File: config.mk
export PLATFORM = sky130hd
export DESIGN_NAME = instr_bus_code_ram_slave_flat
export DESIGN_NICKNAME = d
export VERILOG_FILES = /design/src/rtl/instr_bus_code_ram_slave_if.sv /design/src/rtl/instr_bus_code_ram_slave.sv /design/src/flat_wrapper.sv
export SDC_FILE = /design/constraint.sdc
export NUM_CORES = 1
export LEC_CHECK = 0
export ABC_AREA = 1
export BUFFER_PORTS_ARGS = -buffer_cell sky130_fd_sc_hd__buf_2
export CAP_MARGIN = 20
export CORE_ASPECT_RATIO = 0.8
export CORE_MARGIN = 2
export CORE_UTILIZATION = 38
export CTS_BUF_LIST = sky130_fd_sc_hd__clkbuf_8
export DETAILED_ROUTE_END_ITERATION = 8
export PLACE_DENSITY = 0.86
export SLEW_MARGIN = 20
export SYNTH_ARGS = -nofsm -noshare
export SYNTH_HDL_FRONTEND = slang
export SYNTH_SLANG_ARGS = --single-unit
File: constraint.sdc
create_clock -name clk -period 2.4 [get_ports clk]
set_clock_uncertainty 0.1 [all_clocks]
set_input_delay 0.24 -clock clk [delete_from_list [all_inputs] [get_ports clk]]
set_output_delay 0.24 -clock clk [all_outputs]
set_load 0.05 [all_outputs]
File: src/rtl/instr_bus_code_ram_slave_if.sv
// Instruction bus responder-side signal bundle for the code RAM slave.
// The err signal exists only when INSTR_BUS_CODE_RAM_ERR_EN is defined.
interface instr_bus_code_ram_slave_if;
  logic        req;
  logic [31:0] addr;
  logic        sel;
  logic        gnt;
  logic        rvalid;
  logic [31:0] rdata;
`ifdef INSTR_BUS_CODE_RAM_ERR_EN
  logic        err;

  modport master (output req, addr, sel, input gnt, rvalid, rdata, err);
  modport slave  (input req, addr, sel, output gnt, rvalid, rdata, err);
`else
  modport master (output req, addr, sel, input gnt, rvalid, rdata);
  modport slave  (input req, addr, sel, output gnt, rvalid, rdata);
`endif
endinterface

File: src/rtl/instr_bus_code_ram_slave.sv
// Code RAM responder on the instruction bus: one fetch in flight, programmable wait states.
// Define INSTR_BUS_CODE_RAM_ERR_EN to enable the out-of-window error response.
module instr_bus_code_ram_slave #(
  parameter int MEM_WORDS   = 4096,
  parameter int WINDOW_BITS = 16,
  parameter int WAIT_STATES = 1,
  localparam int AW         = $clog2(MEM_WORDS)
) (
  input  logic                       clk,
  input  logic                       rst,
  instr_bus_code_ram_slave_if.slave  bus,
  output logic                       mem_req,
  output logic [AW-1:0]              mem_addr,
  input  logic [31:0]                mem_rdata
);

  typedef enum logic [1:0] {IDLE, WAIT, ACCESS, RESP} state_t;

  localparam logic [2:0] WS = 3'(WAIT_STATES);

  state_t        state;
  logic [2:0]    cnt;
  logic [AW-1:0] addr_q;
  logic          accept;

  assign accept   = bus.req & bus.sel & ((state == IDLE) | (state == RESP));
  assign bus.gnt  = accept;
  assign mem_addr = addr_q;

`ifdef INSTR_BUS_CODE_RAM_ERR_EN
  logic oor_q;

  always_ff @(posedge clk) begin
    if (rst)         oor_q <= 1'b0;
    else if (accept) oor_q <= |(bus.addr[WINDOW_BITS-1:0] >> (AW + 2));
  end
`endif

  // NOTE: sequential state uses non-blocking assignments so every register
  // samples the pre-edge values, independent of statement order.
  always_ff @(posedge clk) begin
    if (rst) begin
      state  <= IDLE;
      cnt    <= '0;
      addr_q <= '0;
    end else begin
      case (state)
        IDLE, RESP: begin
          if (accept) begin
            addr_q <= bus.addr[AW+1:2];
            cnt    <= WS;
            state  <= (WAIT_STATES > 0) ? WAIT : ACCESS;
          end else begin
            state  <= IDLE;
          end
        end
        WAIT: begin
          cnt <= cnt - 3'd1;
          if (cnt == 3'd1) state <= ACCESS;
        end
        ACCESS:  state <= RESP;
        default: state <= IDLE;
      endcase
    end
  end

  // NOTE: every output gets a default first so no path leaves it unassigned
  // and no latch is inferred.
  always_comb begin
    bus.rvalid = (state == RESP);
    bus.rdata  = '0;
    mem_req    = (state == ACCESS);
`ifdef INSTR_BUS_CODE_RAM_ERR_EN
    bus.err    = 1'b0;
    if (oor_q) mem_req = 1'b0;
    if (state == RESP) begin
      if (oor_q) bus.err   = 1'b1;
      else       bus.rdata = mem_rdata;
    end
`else
    if (state == RESP) bus.rdata = mem_rdata;
`endif
  end

  // Address bits outside the word index are intentionally ignored.
  logic unused_bits;
  assign unused_bits = ^{bus.addr[31:AW+2], bus.addr[1:0], 32'(WINDOW_BITS)};

endmodule

File: src/flat_wrapper.sv
// flat-port wrapper written by rule: the top's interface ports become plain ports
module instr_bus_code_ram_slave_flat 
#(
  parameter int MEM_WORDS   = 4096,
  parameter int WINDOW_BITS = 16,
  parameter int WAIT_STATES = 1,
  localparam int AW         = $clog2(MEM_WORDS)
)
  (clk, rst, mem_req, mem_addr, mem_rdata, bus_req, bus_addr, bus_sel, bus_gnt, bus_rvalid, bus_rdata);
  instr_bus_code_ram_slave_if bus_i ();
  input  logic clk;
  input  logic rst;
  output logic mem_req;
  output logic [AW-1:0] mem_addr;
  input  logic [31:0] mem_rdata;
  input wire logic [$bits(bus_i.req)-1:0] bus_req;
  input wire logic [$bits(bus_i.addr)-1:0] bus_addr;
  input wire logic [$bits(bus_i.sel)-1:0] bus_sel;
  output wire logic [$bits(bus_i.gnt)-1:0] bus_gnt;
  output wire logic [$bits(bus_i.rvalid)-1:0] bus_rvalid;
  output wire logic [$bits(bus_i.rdata)-1:0] bus_rdata;
  assign bus_i.req = bus_req;
  assign bus_i.addr = bus_addr;
  assign bus_i.sel = bus_sel;
  assign bus_gnt = bus_i.gnt;
  assign bus_rvalid = bus_i.rvalid;
  assign bus_rdata = bus_i.rdata;
  instr_bus_code_ram_slave #(.MEM_WORDS(MEM_WORDS), .WINDOW_BITS(WINDOW_BITS), .WAIT_STATES(WAIT_STATES)) u_core (.clk(clk), .rst(rst), .bus(bus_i), .mem_req(mem_req), .mem_addr(mem_addr), .mem_rdata(mem_rdata));
endmodule
Word level (Yosys, flattened, before mapping)
Index checks and enable logic that the tools add are counted.
{"block": "word_totals", "reg_bits": 17, "latchBits": 0, "ramBits": 0, "rom_bits": 0, "input_bits": 68, "n_memories": 0}
{"block": "op_classes", "n_addsub": 1, "n_mul": 0, "div": 0, "order_cmp": 0, "n_eq_ne": 6, "shift": 0, "n_mux": 6, "bitwise_logic": 3, "n_reduce_logical": 5}
{"cell": "2-to-1 mux 32 bit", "count": 1}
{"cell": "one-hot mux 2 bit (3 select lines)", "count": 1}
{"cell": "one-hot mux 3 bit (2 select lines)", "count": 1}
{"cell": "== test 2 bit (second input constant)", "count": 2}
{"cell": "AND reduction 2 bit", "count": 2}
{"cell": "== test 3 x 1 -> 1 bit (second input constant)", "count": 1}
{"cell": "2-to-1 mux 3 bit", "count": 1}
{"cell": "subtractor 3 x 1 -> 3 bit (second input constant)", "count": 1}
{"cell": "bitwise AND 1 bit", "count": 2}
{"cell": "== test 2 x 1 -> 1 bit (second input constant)", "count": 1}
{"cell": "zero test 2 bit", "count": 1}
{"cell": "2-to-1 mux 2 bit", "count": 1}
{"cell": "inequality test 2 x 1 -> 1 bit (second input constant)", "count": 1}
{"cell": "inequality test 2 bit (second input constant)", "count": 1}
{"cell": "nonzero test 2 bit", "count": 1}
{"cell": "OR reduction 2 bit", "count": 1}
{"cell": "2-to-1 mux 1 bit", "count": 1}
{"cell": "bitwise OR 1 bit", "count": 1}

Depth between registers and ports, before layout
Gate-level depths: netlist of run 1.
{"block": "logic_depth", "depth_word": 5, "mapped_depth": 8, "mapped_depth_nobuf": 8}

Worst setup path before layout of run 1
OpenSTA, ideal clock, no wires.
{"block": "synth_path", "kind": "register to output", "from": "register u_core.state[0]", "to": "output bus_rdata[0]", "t_arrival_ns": 1.519, "required_time_ns": 2.060, "setup_slack_ns": 0.541, "path_stages_with_launch": 5, "path_cell_list": "dfxtp_1 -> ha_1 -> buf_2 -> nand2_1 -> inv_1"}
{"block": "synth_between", "elab_chain_cells": 2}
{"item": "start: declaration", "line": "instr_bus_code_ram_slave.sv:21", "text": "state_t state;"}
{"item": "start signal: assignment", "line": "instr_bus_code_ram_slave.sv:52", "text": "state <= (WAIT_STATES > 0) ? WAIT : ACCESS;"}
{"item": "== test 2 bit"}
{"item": "net bus_rvalid", "line": "flat_wrapper.sv:20", "text": "output wire logic [$bits(bus_i.rvalid)-1:0] bus_rvalid;"}
{"item": "2-to-1 mux 32 bit", "line": "instr_bus_code_ram_slave.sv:81", "text": "if (state == RESP) bus.rdata = mem_rdata;"}
{"item": "end: declaration", "line": "flat_wrapper.sv:21", "text": "output wire logic [$bits(bus_i.rdata)-1:0] bus_rdata;"}
The timed path passes the listed nets, and every way through them passes these cells.

Final worst setup path of run 1
{"block": "layout_path", "from": "register u_core.state[0]", "to": "output bus_gnt"}
{"block": "layout_between", "elab_chain_cells": 3}
{"item": "== test 2 bit or zero test 2 bit (tied branches)", "line": "instr_bus_code_ram_slave.sv:26", "text": "assign accept = bus.req & bus.sel & ((state == IDLE) | (state == RESP));"}
{"item": "bitwise OR 1 bit *", "line": "instr_bus_code_ram_slave.sv:26"}
{"item": "bitwise AND 1 bit *", "line": "instr_bus_code_ram_slave.sv:26"}
{"item": "end: declaration", "line": "flat_wrapper.sv:19", "text": "output wire logic [$bits(bus_i.gnt)-1:0] bus_gnt;"}
Every way passes the cells marked *; elsewhere a longest branch is shown, timed or not.

==> run summary, run 1 <==
Drt total wl -> 2700 um
Worst min path class -> primary input to register
First-pass GRT wire length -> 4429 um
Port Buf Inserts -> 94
Die H -> 50.87 um
DP HPWL -> 2238 um
Routability cong. -> 0.7040
Clock Tree Buf Depth -> 2
Final Cell Area -> 0.001587 mm^2
Mapped cell area -> 0.001044 mm^2
PD cells -> 728.6 mW/mm^2
Synth area leaders -> dfxtp_1 33%, nand2_1 22%, inv_1 14%, a21oi_2 8.4%, ha_1 6.0%
CP required -> 2060 ps
Clk Tree Root Cell -> clkbuf_8
Slew @ Worst Pin -> 323.4 ps
Pre-CTS setup slack -> 669.3 ps
Layout net count -> 334
Full die area -> 0.003184 mm^2
Synth-to-layout area growth -> 52.04%
Seq. cell area -> 340.3 um^2
Post-CTS Setup Inserts -> 0
Core footprint -> 0.002522 mm^2
Mean Syn Cell Area -> 6.286 um^2
Crit Path Class -> register to output port
# setup viols final -> 0
All-Layer GR Usage -> 17.24%
DR vias -> 1240
Crit path time final -> 1987 ps
Max Slew Vio Count -> 0
Layout cells sized above 1 -> 46.92%
Most common cell in the netlist -> nand2_1
CTS Buf Count -> 3
Initial core utilization -> 41.37%
Synth Flop Type -> dfxtp_1
#FFs+latches synth -> 17
FFs w/ async S/R, synth -> 0%
Yosys warnings -> 0
Largest net degree at the start of global routing -> 34
Area of the multi-input gates -> 509.2 um^2
Highest clock rate -> 503.3 MHz
Initial antenna violation count -> 0
Detailed-route wire length per cell -> 9.122 um
# diodes -> 0
Rel. slew slack -> 78.44%
Post-synth top cells -> 60 x nand2_1, 40 x inv_1, 17 x dfxtp_1
Crit path DAT -> 1650 ps
Number of cell rows -> 16
Post-synthesis sequential area ratio -> 32.61%
Grt ovf -> 0
Setup ws final -> 413.0 ps
Critical path launch point type -> register
Leak pwr -> 1.124 nW
Chip width -> 62.59 um
Residual DRC -> 0
Cells after Synth -> 166
Synth top area share -> 32.61%
Yosys top cell by area -> dfxtp_1
Htree depth -> 1
Post-CTS sizing -> 0
Post-synth EDFFs -> 0
Final worst-path cycle share -> 82.79%
CTS sink count -> 17
Peak supply drop -> 0.0004289 V
Setup_tns -> 0 ps
Ports -> 115
Placed Area -> 0.001538 mm^2
Post-synthesis cell type count -> 13
Cts hold-fix bufs -> 0
CTS tree -> yes
DR vias/cell -> 4.189
Fill count -> 248
DR iter-0 viols -> 28
Number of global-route vias before repair -> 1048
Status -> finished clean
Clock transition at path regs -> 70 ps
Max Cap Viol -> 0
Unrepaired setup endpoints after global routing -> false
Final Hold Violating Endpoints -> 0
Post-route ant nets -> 0
CP Capture Type -> output port
Syn nets -> 239
Clock latency on the worst-skew pair -> 250 ps
CP max FO -> 15
DR pass1 iterations -> 4
-- routing by layer --
metal | vias up | GRT usage [%] | share of wire, %
met5 | - | 0 | 0
met4 | 0 | 5.556 | 0.81
met3 | 2 | 5.066 | 8.6
met2 | 51 | 34.95 | 50
met1 | 528 | 16.92 | 40
li1 | 659 | - | -
-- critical path: stages, from the launching register on --
cell and delay [ps]:
dfxtp_1 350, inv_1 70, ha_1 300, nand3_2 260, inv_2 130, buf_2 270
-- report_power, final --
part / leakage, nW / switching [mW] / internal (mW) / total (mW)
clock network: 0.0217 / 0.0953 / 0.117 / 0.212
registers: 0.139 / 0.0319 / 0.335 / 0.367
logic: 0.963 / 0.414 / 0.162 / 0.577
-- cells in the final DEF, fill, tap and decap left out, drive strengths merged --
master / count
ha: 5
a21oi: 14
clkbuf: 3
inv: 42
nand2: 69
o21ai: 2
nor2: 10
nand3: 1
dfxtp: 17
buf: 96
clkinvlp: 1
-- metrics by stage --
stage	utilization (%)	hold slack, ps	instances	power, mW
after floorplan	-	209.1	166	0.8217
after global placement	60.96	350.3	292	0.9411
after detailed placement	60.96	353.6	292	0.9517
after CTS	62.90	125.0	296	1.167
after global routing	62.90	125.5	296	1.240
final	62.90	131.0	296	1.156
-- flip-flops by register name, indices dropped and copies added (netlist names) --
name,cells
u_core.mem_addr,12
u_core.cnt,3
u_core.state,2
-- path summary, 6_finish.rpt --
| check | startpoint | to | slack [ps] | depth (start not counted) |
|---|---|---|---|---|
| setup reg to reg | u_core.state[0]$_SDFFE_PP0P_ | u_core.mem_addr[11]$_SDFFE_PP0P_ | 680 | 7 |
| setup / recovery | u_core.state[0]$_SDFFE_PP0P_ | bus_gnt | 410 | 5 |
| hold / removal | bus_addr[8] | u_core.mem_addr[6]$_SDFFE_PP0P_ | 130 | 3 |
| hold reg to reg | u_core.mem_addr[2]$_SDFFE_PP0P_ | u_core.mem_addr[2]$_SDFFE_PP0P_ | 360 | 2 |
-- cell families (layout without fill, tap and decap cells) --
group           Yosys count  in the layout  synth area share, %
buf+inv                  48            142                18.58
flops                    17             17                32.61
simple gates             80             80                31.54
fa+ha+maj                 5              5                5.995
compound gates           16             16                11.27
-- layout make-up --
| cell class | count | share of cell area [%] |
|---|---|---|
| inverters | 42 | 9.937 |
| repair buffers | 96 | 30.60 |
| well taps | 36 | 2.839 |
| clock buffers | 3 | 2.603 |
| multi-input cells | 101 | 32.10 |
| flip-flops and latches | 17 | 21.45 |
| clock inverters | 1 | 0.4732 |
No activity file was read; power rests on OpenSTA's default activity.
==> inputs of run 2 (changes only) <==
--- a/config.mk
+++ b/config.mk
@@ -10,10 +10,10 @@
 export CAP_MARGIN = 20
 export CORE_ASPECT_RATIO = 0.8
 export CORE_MARGIN = 2
-export CORE_UTILIZATION = 38
+export CORE_UTILIZATION = 35
 export CTS_BUF_LIST = sky130_fd_sc_hd__clkbuf_8
 export DETAILED_ROUTE_END_ITERATION = 8
-export PLACE_DENSITY = 0.86
+export PLACE_DENSITY = 0.8
 export SLEW_MARGIN = 20
 export SYNTH_ARGS = -nofsm -noshare
 export SYNTH_HDL_FRONTEND = slang
==> constraint.sdc (replaced) <==
create_clock -name clk -period 2 [get_ports clk]
set_clock_uncertainty 0.1 [all_clocks]
set_input_delay 0.2 -clock clk [delete_from_list [all_inputs] [get_ports clk]]
set_output_delay 0.2 -clock clk [all_outputs]
set_load 0.05 [all_outputs]
==> run summary, run 2 (synthesis gave the netlist of run 1 again) <==
Status -> finished clean
Clk Tree Root Cell -> clkbuf_8
Post-CTS Setup Inserts -> 0
PD cells -> 874.7 mW/mm^2
Reg power frac -> 31.8%
Residual DRC -> 0
Chip width -> 65.05 um
Post-route ant nets -> 0
Sw frac -> 46.86%
Met3 Track Usage GR -> 4.731%
Full die area -> 0.003437 mm^2
Kind of cell adding the most delay to the critical path -> buffers and inverters
Initial antenna violation count -> 0
CTS sink count -> 17
Fill count -> 287
Combinational fraction of design power -> 50.5%
Leak pwr -> 1.139 nW
Drt total wl -> 2748 um
Htree depth -> 1
Number of global-route vias before repair -> 1073
Met1 Use GR -> 17.71%
Clock power frac -> 17.7%
CP max FO -> 9
Worst min path class -> primary input to register
Rel. slew slack -> 78.30%
Final Total Pwr -> 1.400 mW
Final non-filler cell total -> 300
CTS Buf Count -> 3
# setup viols final -> 0
DR pass1 iterations -> 4
CP Capture Type -> output port
Port Buf Inserts -> 94
Placed Area -> 0.001555 mm^2
Clock transition at path regs -> 60 ps
Post-CTS sizing -> 0
Max Cap Viol -> 0
Most common cell after layout, fill and taps aside -> buf_2
Ports -> 115
Crit path DAT -> 1570 ps
Placed Cells -> 296
Layout cells sized above 1 -> 46.95%
GR peak layer -> met2
Crit Path Class -> register to output port
DR iter-0 viols -> 23
Crit path time final -> 1874 ps
CP max stage delay -> 370 ps
Critical path launch point type -> register
Layout net count -> 336
Synth-to-layout area growth -> 53.36%
First-pass GRT wire length -> 4409 um
Initial core utilization -> 37.17%
Grt ovf -> 0
Routability cong. -> 0.8006
Core footprint -> 0.002808 mm^2
CP required -> 1700 ps
CTS tree -> yes
Final Hold Violating Endpoints -> 0
Setup_tns -> 0 ps
CP max stage cell -> dfxtp_1
Slew @ Worst Pin -> 325.4 ps
Largest net degree at the start of global routing -> 34
Unrepaired setup endpoints after global routing -> false
Peak supply drop -> 0.0006116 V
Clock Tree Buf Depth -> 2
DR vias/cell -> 4.077
Int Pwr -> 743.9 uW
Detailed-route wire length per cell -> 9.160 um
DP HPWL -> 2299 um
Clock latency on the worst-skew pair -> 250 ps
Most frequent cells in the layout -> 94 x buf_2, 60 x nand2_1, 41 x inv_1
Cts hold-fix bufs -> 0
CP Buf/Inv Count -> 3
Max reg flops -> 12
# diodes -> 0
Max Slew Vio Count -> 0
Final worst-path cycle share -> 93.68%
Die H -> 52.84 um
Highest clock rate -> 533.7 MHz
Number of cell rows -> 17
Crit path cell chain -> inv_1, ha_1, nand3_2, inv_2, buf_2
GRT met2 Usage -> 32.30%
Final Cell Area -> 0.001600 mm^2
Net switching power -> 656.0 uW
DR vias -> 1223
All-Layer GR Usage -> 16.54%
-- run 2: metrics by stage --
stage | utilization [%] | hold slack [ps] | worst slack, ps
3_5_place_dp | 55.39 | 353.7 | 390.2
2_1_floorplan | - | 169.1 | 181.5
6_report | 57.00 | 88.51 | 126.4
3_3_place_gp | 55.39 | 350.2 | 422.6
4_1_cts | 57.00 | 86.63 | 118.9
5_1_grt | 57.00 | 95.22 | 26.88
-- run 2: final timing paths --
| check | startpoint | end | slack (ps) | depth (start not counted) |
|---|---|---|---|---|
| max reg2reg | u_core.state[0]$_SDFFE_PP0P_ | u_core.mem_addr[11]$_SDFFE_PP0P_ | 430 | 7 |
| min reg2reg | u_core.mem_addr[1]$_SDFFE_PP0P_ | u_core.mem_addr[1]$_SDFFE_PP0P_ | 370 | 2 |
| min | bus_addr[4] | u_core.mem_addr[2]$_SDFFE_PP0P_ | 90 | 3 |
| max | u_core.state[0]$_SDFFE_PP0P_ | bus_gnt | 130 | 5 |
-- run 2: power groups by stage --
stage	Combinational [mW]	Sequential, mW	Clock, mW
4_1_cts	0.715	0.445	0.253
3_3_place_gp	0.698	0.447	0
3_5_place_dp	0.711	0.452	0
5_1_grt	0.783	0.453	0.264
6_report	0.707	0.445	0.248
2_1_floorplan	0.435	0.551	0
-- run 2: tightest hold or removal path: stages --
cell and delay (ps):
buf_2 90, nand2_1 50, a21oi_1 50
-- run 2: metal layers --
layer  wire length, um  part of all wire [%]  vias up
li1                  -                     -      664
met1              1048                    38      504
met2              1393                    51       51
met3               269                   9.8        4
met4                36                   1.3        0
met5                 0                     0        -
-- run 2: area by class of cell --
class / instances / area (um^2) / area share (%)
Clock inverter: 1 / 3.754 / 0.2346
Clock buffer: 3 / 41.29 / 2.580
Tap cell: 38 / 47.55 / 2.971
Multi-Input combinational cell: 101 / 509.2 / 31.82
Timing Repair Buffer: 98 / 500.5 / 31.27
Sequential cell: 17 / 340.3 / 21.27
Inverter: 42 / 157.7 / 9.851
